<file path="src/rtl/sseg_pkg.sv">
// Shared definitions for the seven-segment loopback reader.
// Holds the active-low segment patterns (bit 6 = g ... bit 0 = a), the
// value reported for the "H" out-of-range glyph, the reader state type
// and a saturating increment for the stability counter.
package sseg_pkg;

    localparam int unsigned SEG_W = 7;
    localparam int unsigned NIB_W = 4;
    localparam int unsigned CNT_W = 8;

    // Active-low glyphs; the display driver uses the same constants
    localparam logic [SEG_W-1:0] SEG_0 = 7'b1000000;
    localparam logic [SEG_W-1:0] SEG_1 = 7'b1111001;
    localparam logic [SEG_W-1:0] SEG_2 = 7'b0100100;
    localparam logic [SEG_W-1:0] SEG_3 = 7'b0110000;
    localparam logic [SEG_W-1:0] SEG_4 = 7'b0011001;
    localparam logic [SEG_W-1:0] SEG_5 = 7'b0010010;
    localparam logic [SEG_W-1:0] SEG_6 = 7'b0000010;
    localparam logic [SEG_W-1:0] SEG_7 = 7'b1111000;
    localparam logic [SEG_W-1:0] SEG_8 = 7'b0000000;
    localparam logic [SEG_W-1:0] SEG_9 = 7'b0010000;
    localparam logic [SEG_W-1:0] SEG_H = 7'b0001001;

    // Nibble reported when the driver shows "H" (value out of range)
    localparam logic [NIB_W-1:0] NIBBLE_H = 4'hF;

    typedef enum logic [1:0] {
        ST_IDLE  = 2'd0,
        ST_TRACK = 2'd1,
        ST_HELD  = 2'd2
    } state_e;

    // Stability counter increment that sticks at all-ones
    function automatic logic [CNT_W-1:0] sat_inc(input logic [CNT_W-1:0] v);
        return (&v) ? v : v + CNT_W'(1);
    endfunction

endpackage

</file>
<file path="src/rtl/sseg_pattern_decode.sv">
// Combinational seven-segment pattern decoder.
// Ports:
//   i_pattern  - active-low segment pattern, bit 6 = g ... bit 0 = a
//   o_nibble_c - decoded value (0..9, 4'hF for "H", 0 when unrecognised)
//   o_err_c    - high when the pattern is not a known glyph
module sseg_pattern_decode
    import sseg_pkg::*;
(
    input  logic [SEG_W-1:0] i_pattern,
    output logic [NIB_W-1:0] o_nibble_c,
    output logic             o_err_c
);

    // Table lookup; anything not listed is flagged and reads as zero
    always_comb begin
        o_nibble_c = '0;
        o_err_c    = 1'b0;
        case (i_pattern)
            SEG_0:   o_nibble_c = 4'h0;
            SEG_1:   o_nibble_c = 4'h1;
            SEG_2:   o_nibble_c = 4'h2;
            SEG_3:   o_nibble_c = 4'h3;
            SEG_4:   o_nibble_c = 4'h4;
            SEG_5:   o_nibble_c = 4'h5;
            SEG_6:   o_nibble_c = 4'h6;
            SEG_7:   o_nibble_c = 4'h7;
            SEG_8:   o_nibble_c = 4'h8;
            SEG_9:   o_nibble_c = 4'h9;
            SEG_H:   o_nibble_c = NIBBLE_H;
            default: o_err_c    = 1'b1;
        endcase
    end

endmodule

</file>
<file path="src/rtl/sseg_reader.sv">
// Receive-side reader for a multiplexed, active-low seven-segment bus.
// Each digit dwell is captured once its sample (anode + segments) has been
// identical for STABLE_CYCLES consecutive registered samples; a frame strobe
// fires when every digit has been captured since the previous strobe.
// Ports:
//   i_clk, i_rst_n - clock, asynchronous active-low reset
//   i_sseg         - segment lines, active-low, bit 6 = g ... bit 0 = a
//   i_an           - digit anodes, active-low, one low = valid dwell
//   o_digits       - decoded nibbles, digit k in [4k+3:4k]
//   o_err          - per-digit flag: last capture was not a known glyph
//   o_valid        - one-cycle frame-complete pulse
module sseg_reader
    import sseg_pkg::*;
#(
    parameter int unsigned N_DIGITS      = 4,
    parameter int unsigned STABLE_CYCLES = 4
) (
    input  logic                      i_clk,
    input  logic                      i_rst_n,
    input  logic [SEG_W-1:0]          i_sseg,
    input  logic [N_DIGITS-1:0]       i_an,
    output logic [NIB_W*N_DIGITS-1:0] o_digits,
    output logic [N_DIGITS-1:0]       o_err,
    output logic                      o_valid
);

    localparam int unsigned DIG_W = NIB_W * N_DIGITS;

    // A fresh sample already satisfies the stability window when it is 1
    localparam logic RESTART_HIT = (STABLE_CYCLES <= 1);

    // Input register stage and the sample seen one cycle earlier
    logic [SEG_W-1:0]    sseg_q, prev_sseg_q;
    logic [N_DIGITS-1:0] an_q,   prev_an_q;

    state_e              state_q, state_d;
    logic [CNT_W-1:0]    cnt_q,    cnt_d;
    logic [N_DIGITS-1:0] seen_q,   seen_d;
    logic [DIG_W-1:0]    digits_q, digits_d;
    logic [N_DIGITS-1:0] err_q,    err_d;
    logic                valid_q,  valid_d;

    logic [N_DIGITS-1:0] low_c;
    logic                one_hot_c;
    logic                same_c;
    logic                capture_c;
    logic [N_DIGITS-1:0] seen_set_c;
    logic [NIB_W-1:0]    dec_nib_c;
    logic                dec_err_c;

    // Decode the registered pattern; only consulted on a capture edge
    sseg_pattern_decode u_decode (
        .i_pattern  (sseg_q),
        .o_nibble_c (dec_nib_c),
        .o_err_c    (dec_err_c)
    );

    // Exactly one anode low: non-zero and a single set bit after inversion
    always_comb begin
        low_c     = ~an_q;
        one_hot_c = (low_c != '0) &&
                    ((low_c & (low_c - N_DIGITS'(1))) == '0);
        same_c    = (an_q == prev_an_q) && (sseg_q == prev_sseg_q);
    end

    // Input sampling; reset value is a blank display with no anode active
    always_ff @(posedge i_clk or negedge i_rst_n) begin
        if (!i_rst_n) begin
            sseg_q      <= '1;
            an_q        <= '1;
            prev_sseg_q <= '1;
            prev_an_q   <= '1;
        end else begin
            sseg_q      <= i_sseg;
            an_q        <= i_an;
            prev_sseg_q <= sseg_q;
            prev_an_q   <= an_q;
        end
    end

    // State, counter and capture registers
    always_ff @(posedge i_clk or negedge i_rst_n) begin
        if (!i_rst_n) begin
            state_q  <= ST_IDLE;
            cnt_q    <= '0;
            seen_q   <= '0;
            digits_q <= '0;
            err_q    <= '0;
            valid_q  <= 1'b0;
        end else begin
            state_q  <= state_d;
            cnt_q    <= cnt_d;
            seen_q   <= seen_d;
            digits_q <= digits_d;
            err_q    <= err_d;
            valid_q  <= valid_d;
        end
    end

    // Next-state, stability tracking and capture/frame bookkeeping
    always_comb begin
        state_d    = state_q;
        cnt_d      = cnt_q;
        capture_c  = 1'b0;
        seen_set_c = '0;
        seen_d     = seen_q;
        digits_d   = digits_q;
        err_d      = err_q;
        valid_d    = 1'b0;

        case (state_q)
            ST_IDLE: begin
                if (one_hot_c) begin
                    state_d   = ST_TRACK;
                    cnt_d     = CNT_W'(1);
                    capture_c = RESTART_HIT;
                end else begin
                    cnt_d = '0;
                end
            end
            ST_TRACK, ST_HELD: begin
                if (!one_hot_c) begin
                    state_d = ST_IDLE;
                    cnt_d   = '0;
                end else if (!same_c) begin
                    // New dwell or a glitch: start counting again
                    state_d   = ST_TRACK;
                    cnt_d     = CNT_W'(1);
                    capture_c = RESTART_HIT;
                end else begin
                    cnt_d = sat_inc(cnt_q);
                    // HELD never recaptures, so a stable dwell yields one capture
                    if ((state_q == ST_TRACK) &&
                        (cnt_d >= CNT_W'(STABLE_CYCLES))) begin
                        capture_c = 1'b1;
                    end
                end
            end
            default: begin
                state_d = ST_IDLE;
                cnt_d   = '0;
            end
        endcase

        if (capture_c) begin
            state_d = ST_HELD;
            // The low anode selects which nibble and flag are written
            for (int unsigned k = 0; k < N_DIGITS; k++) begin
                if (low_c[k]) begin
                    digits_d[k*NIB_W +: NIB_W] = dec_nib_c;
                    err_d[k]                   = dec_err_c;
                end
            end
            // Frame completion takes priority over recording the new bit
            seen_set_c = seen_q | low_c;
            if (&seen_set_c) begin
                valid_d = 1'b1;
                seen_d  = '0;
            end else begin
                seen_d  = seen_set_c;
            end
        end
    end

    assign o_digits = digits_q;
    assign o_err    = err_q;
    assign o_valid  = valid_q;

endmodule

</file>
<file path="config.mk">
export PLATFORM = sky130hd
export DESIGN_NAME = sseg_reader
export DESIGN_NICKNAME = d
export VERILOG_FILES = /design/src/rtl/sseg_pkg.sv /design/src/rtl/sseg_pattern_decode.sv /design/src/rtl/sseg_reader.sv
export SDC_FILE = /design/constraint.sdc
export NUM_CORES = 1
export LEC_CHECK = 0
export BUFFER_PORTS_ARGS = -buffer_cell sky130_fd_sc_hd__buf_4
export CAP_MARGIN = 20
export CORE_ASPECT_RATIO = 0.5
export CORE_MARGIN = 1.5
export CORE_UTILIZATION = 40
export DETAILED_ROUTE_END_ITERATION = 7
export HOLD_SLACK_MARGIN = 0.05
export SYNTH_ARGS = -nofsm -noshare
export SYNTH_HDL_FRONTEND = slang
export SYNTH_SLANG_ARGS = --single-unit
</file>
<file path="constraint.sdc">
create_clock -name i_clk -period 3.5 [get_ports i_clk]
set_input_delay 1.05 -clock i_clk [delete_from_list [all_inputs] [get_ports i_clk]]
set_output_delay 1.05 -clock i_clk [all_outputs]
set_load 0.01 [all_outputs]
</file>
==> impl_metrics.tcl <==
set metrics [dict create \
    antenna_found_initial 0 \
    core_area_mm2 0.006231 \
    drt_iter0_drc 121 \
    nets 266 \
    drcViolationCount 0 \
    drt_first_pass_iters 4 \
    netlist_instances 215 \
    die_x_um 117.9 \
    ir_drop_v 0.0002980 \
    drt-wirelength-per-cell_um 15.98 \
    final.period_utilization_pct 81.19 \
    fmax_mhz 351.9 \
    synth_top_family_by_area "simple AND/OR/NAND/NOR gates" \
    initial_core_util_pct 42.37 \
    setup_viol 0 \
    grt_usage_pct 17.32 \
    fin_tns_setup_ns 0 \
    status "completed" \
    ys_async_sr_fraction_pct 100.0 \
    vias 1793 \
    cts_root_buf "clkbuf_16" \
    drt-total-wl_mm 5.464 \
    holdWs_ns 0.4282 \
    critical_path_arrival_ns 3.05 \
    drv_cap 0 \
    synth-simple-area-share_pct 17.58 \
    synth_edf_count 0 \
    clk_latency_ns 0.33 \
    n_fill_cell 536 \
    drv_slew 0 \
    cts_tree "yes" \
    cts.sink_count 57 \
    antenna_left 0 \
    hold_violations 0 \
    powerDensity_mw_per_mm2 529.8 \
    worst_ep_required_time_ns 3.71 \
    max-slew-margin-rel_pct 51.43 \
    ys_seq_area_share_pct 55.07 \
    grt_pass1_wl_mm 9.059 \
    final_cell_mix "35 x dfrtp_1, 33 x buf_4, 22 x dfstp_2" \
    cts_buffers 9 \
    finalPower_mw 1.725 \
    num_io_pins 34 \
    avgViaCountPerCell 5.243 \
    synth_mux_area_share_pct 8.910 \
    clock_path_buffers 2 \
    fin_crit_ns 2.842 \
    critPathLaunchType "register" \
    synth-seq-cells 57 \
    synth-xor-area-share_pct 4.976 \
    cts_setup_buffers 0 \
    numPortBuffers 33 \
    cts_hold_buf 0 \
    syn_nets 232 \
    rsz0062_at_grt "no" \
    crit_type "reg -> reg" \
    final_common_cell "dfrtp_1" \
    synth-adder-area-share_pct 1.896 \
    ys.flop_type "dfrtp_1" \
    worstPathMaxFanout 10 \
    avgSynthCellArea_um2 12.28 \
    netlist_area_mm2 0.002640 \
    drive_gt1_share_pct 31.89 \
    area_growth_pct 23.36 \
    grt_pass1_vias 1742 \
    leakagePower_nw 1.497 \
    synth_compound_area_share_pct 9.005 \
    yosysUniqueCellTypes 46 \
    hp-class "reg -> reg" \
    die_y_um 60.45 \
    diodes 0 \
    yosys_warnings 0 \
    gp_congestion 0.9219 \
    overflow 0 \
    worst_pin_slew_ns 0.7236 \
    cts_resized 0 \
    endpoint_kind "register" \
    place_hpwl_mm 3.740 \
    clk_pin_slew_ns 0.05 \
    dieArea_mm2 0.007126 \
    clock_skew_ns 0.008798 \
    grt_max_degree 58 \
    fp-row-count 20 \
    htreeDepth 3 \
]
-- path summary, 6_finish.rpt --
check                           from      endpoint  slack (ns)  cells after the start
max                        sseg_q[6]  o_digits[11]        0.66                      5
min                          an_q[0]  prev_an_q[0]        0.43                      0
max reg2reg                sseg_q[6]  o_digits[11]        0.66                      5
min reg2reg                  an_q[0]  prev_an_q[0]        0.43                      0
max in group asynchronous    i_rst_n   o_digits[1]        2.25                      1
min in group asynchronous    i_rst_n      cnt_q[7]        0.77                      1
-- per-stage QoR --
step	instances	instance area [µm²]	setup slack, ns	utilization, %
3_3_place_gp	326	2949	0.7092	47.33
4_1_cts	342	3257	0.6418	52.27
6_report	342	3257	0.6582	52.27
5_1_grt	342	3257	0.4872	52.27
2_1_floorplan	215	2640	0.9164	-
3_5_place_dp	326	2949	0.6469	47.33
-- Yosys cell counts, types with 2 or more instances --
cell type  number  area share (%)
nor4_4          4             3.2
and4b_1         3             1.1
dfstp_2        22              22
a31oi_1         4            0.95
nor2_1         16             2.3
a211oi_1        2            0.57
nand4_1         6             1.4
mux2_1         20             8.5
and3_1          3            0.71
nor4_1          2            0.47
or3_1           2            0.47
a21o_1          4             1.1
xnor2_1        11             3.6
a21oi_1         4            0.76
nand2b_1        3            0.71
nor2b_1         2            0.47
nand3_1         3            0.57
o21a_1          4             1.1
clkbuf_1        6            0.85
a211oi_2        2            0.95
nor3_2          2            0.76
o21ai_0         4            0.76
buf_2           3            0.57
inv_1           5            0.71
xor2_1          4             1.3
nor3_1          8             1.5
nand3b_1        3            0.85
nand2_1         7             1.0
o22ai_1         2            0.47
ha_1            4             1.9
dfrtp_1        35              33
-- cells by family (layout without fill, tap and decap cells) --
family	count (synthesis)	in the layout
xor gates and xnor gates	15	15
buffers and inverters	15	54
AOI/OAI and AO/OA	33	33
muxes	21	21
DFF	57	57
and+or+nand+nor	70	70
adders and majority gates	4	4
-- state kept, by name (all words and copies together), names as in the netlist --
| signal | cells |
|---|---|
| an_q | 4 |
| cnt_q | 8 |
| o_digits | 16 |
| o_err | 4 |
| o_valid | 1 |
| prev_an_q | 4 |
| prev_sseg_q | 7 |
| seen_q | 4 |
| sseg_q | 7 |
| state_q | 2 |
-- where the power goes --
part           leakage, nW  switching (mW)  total, mW  internal [mW]
Clock                0.149           0.300      0.888          0.589
Sequential           0.718          0.0299      0.720          0.690
Combinational        0.630          0.0673      0.117         0.0495
-- worst max-delay path, cell delays in order, from the launching register on --
cell and delay (ns):
dfstp_2 0.64, xnor2_1 0.19, nand4_1 0.16, or4_1 0.77
nor4_4 0.59, mux2_1 0.38
-- cell type report --
class	count	area [µm²]	share of cell area, %
clock buffer	12	256.5	7.876
timing repair buffer	33	247.7	7.607
clock inverter	4	51.30	1.575
multi-input combinational	143	1119	34.34
inverter	5	18.77	0.5763
tap	88	110.1	3.381
sequential	57	1454	44.64
-- layer usage --
metal | wire length [µm] | up-vias | track usage, % | part of all wire (%)
met5 | 0 | - | 0 | 0
li1 | - | 851 | - | -
met2 | 2362 | 51 | 27.23 | 43
met1 | 2748 | 879 | 21.84 | 50
met4 | 117 | 0 | 7.840 | 2.1
met3 | 235 | 12 | 6.767 | 4.3
Note: power is estimated with default switching activity, not from simulation.
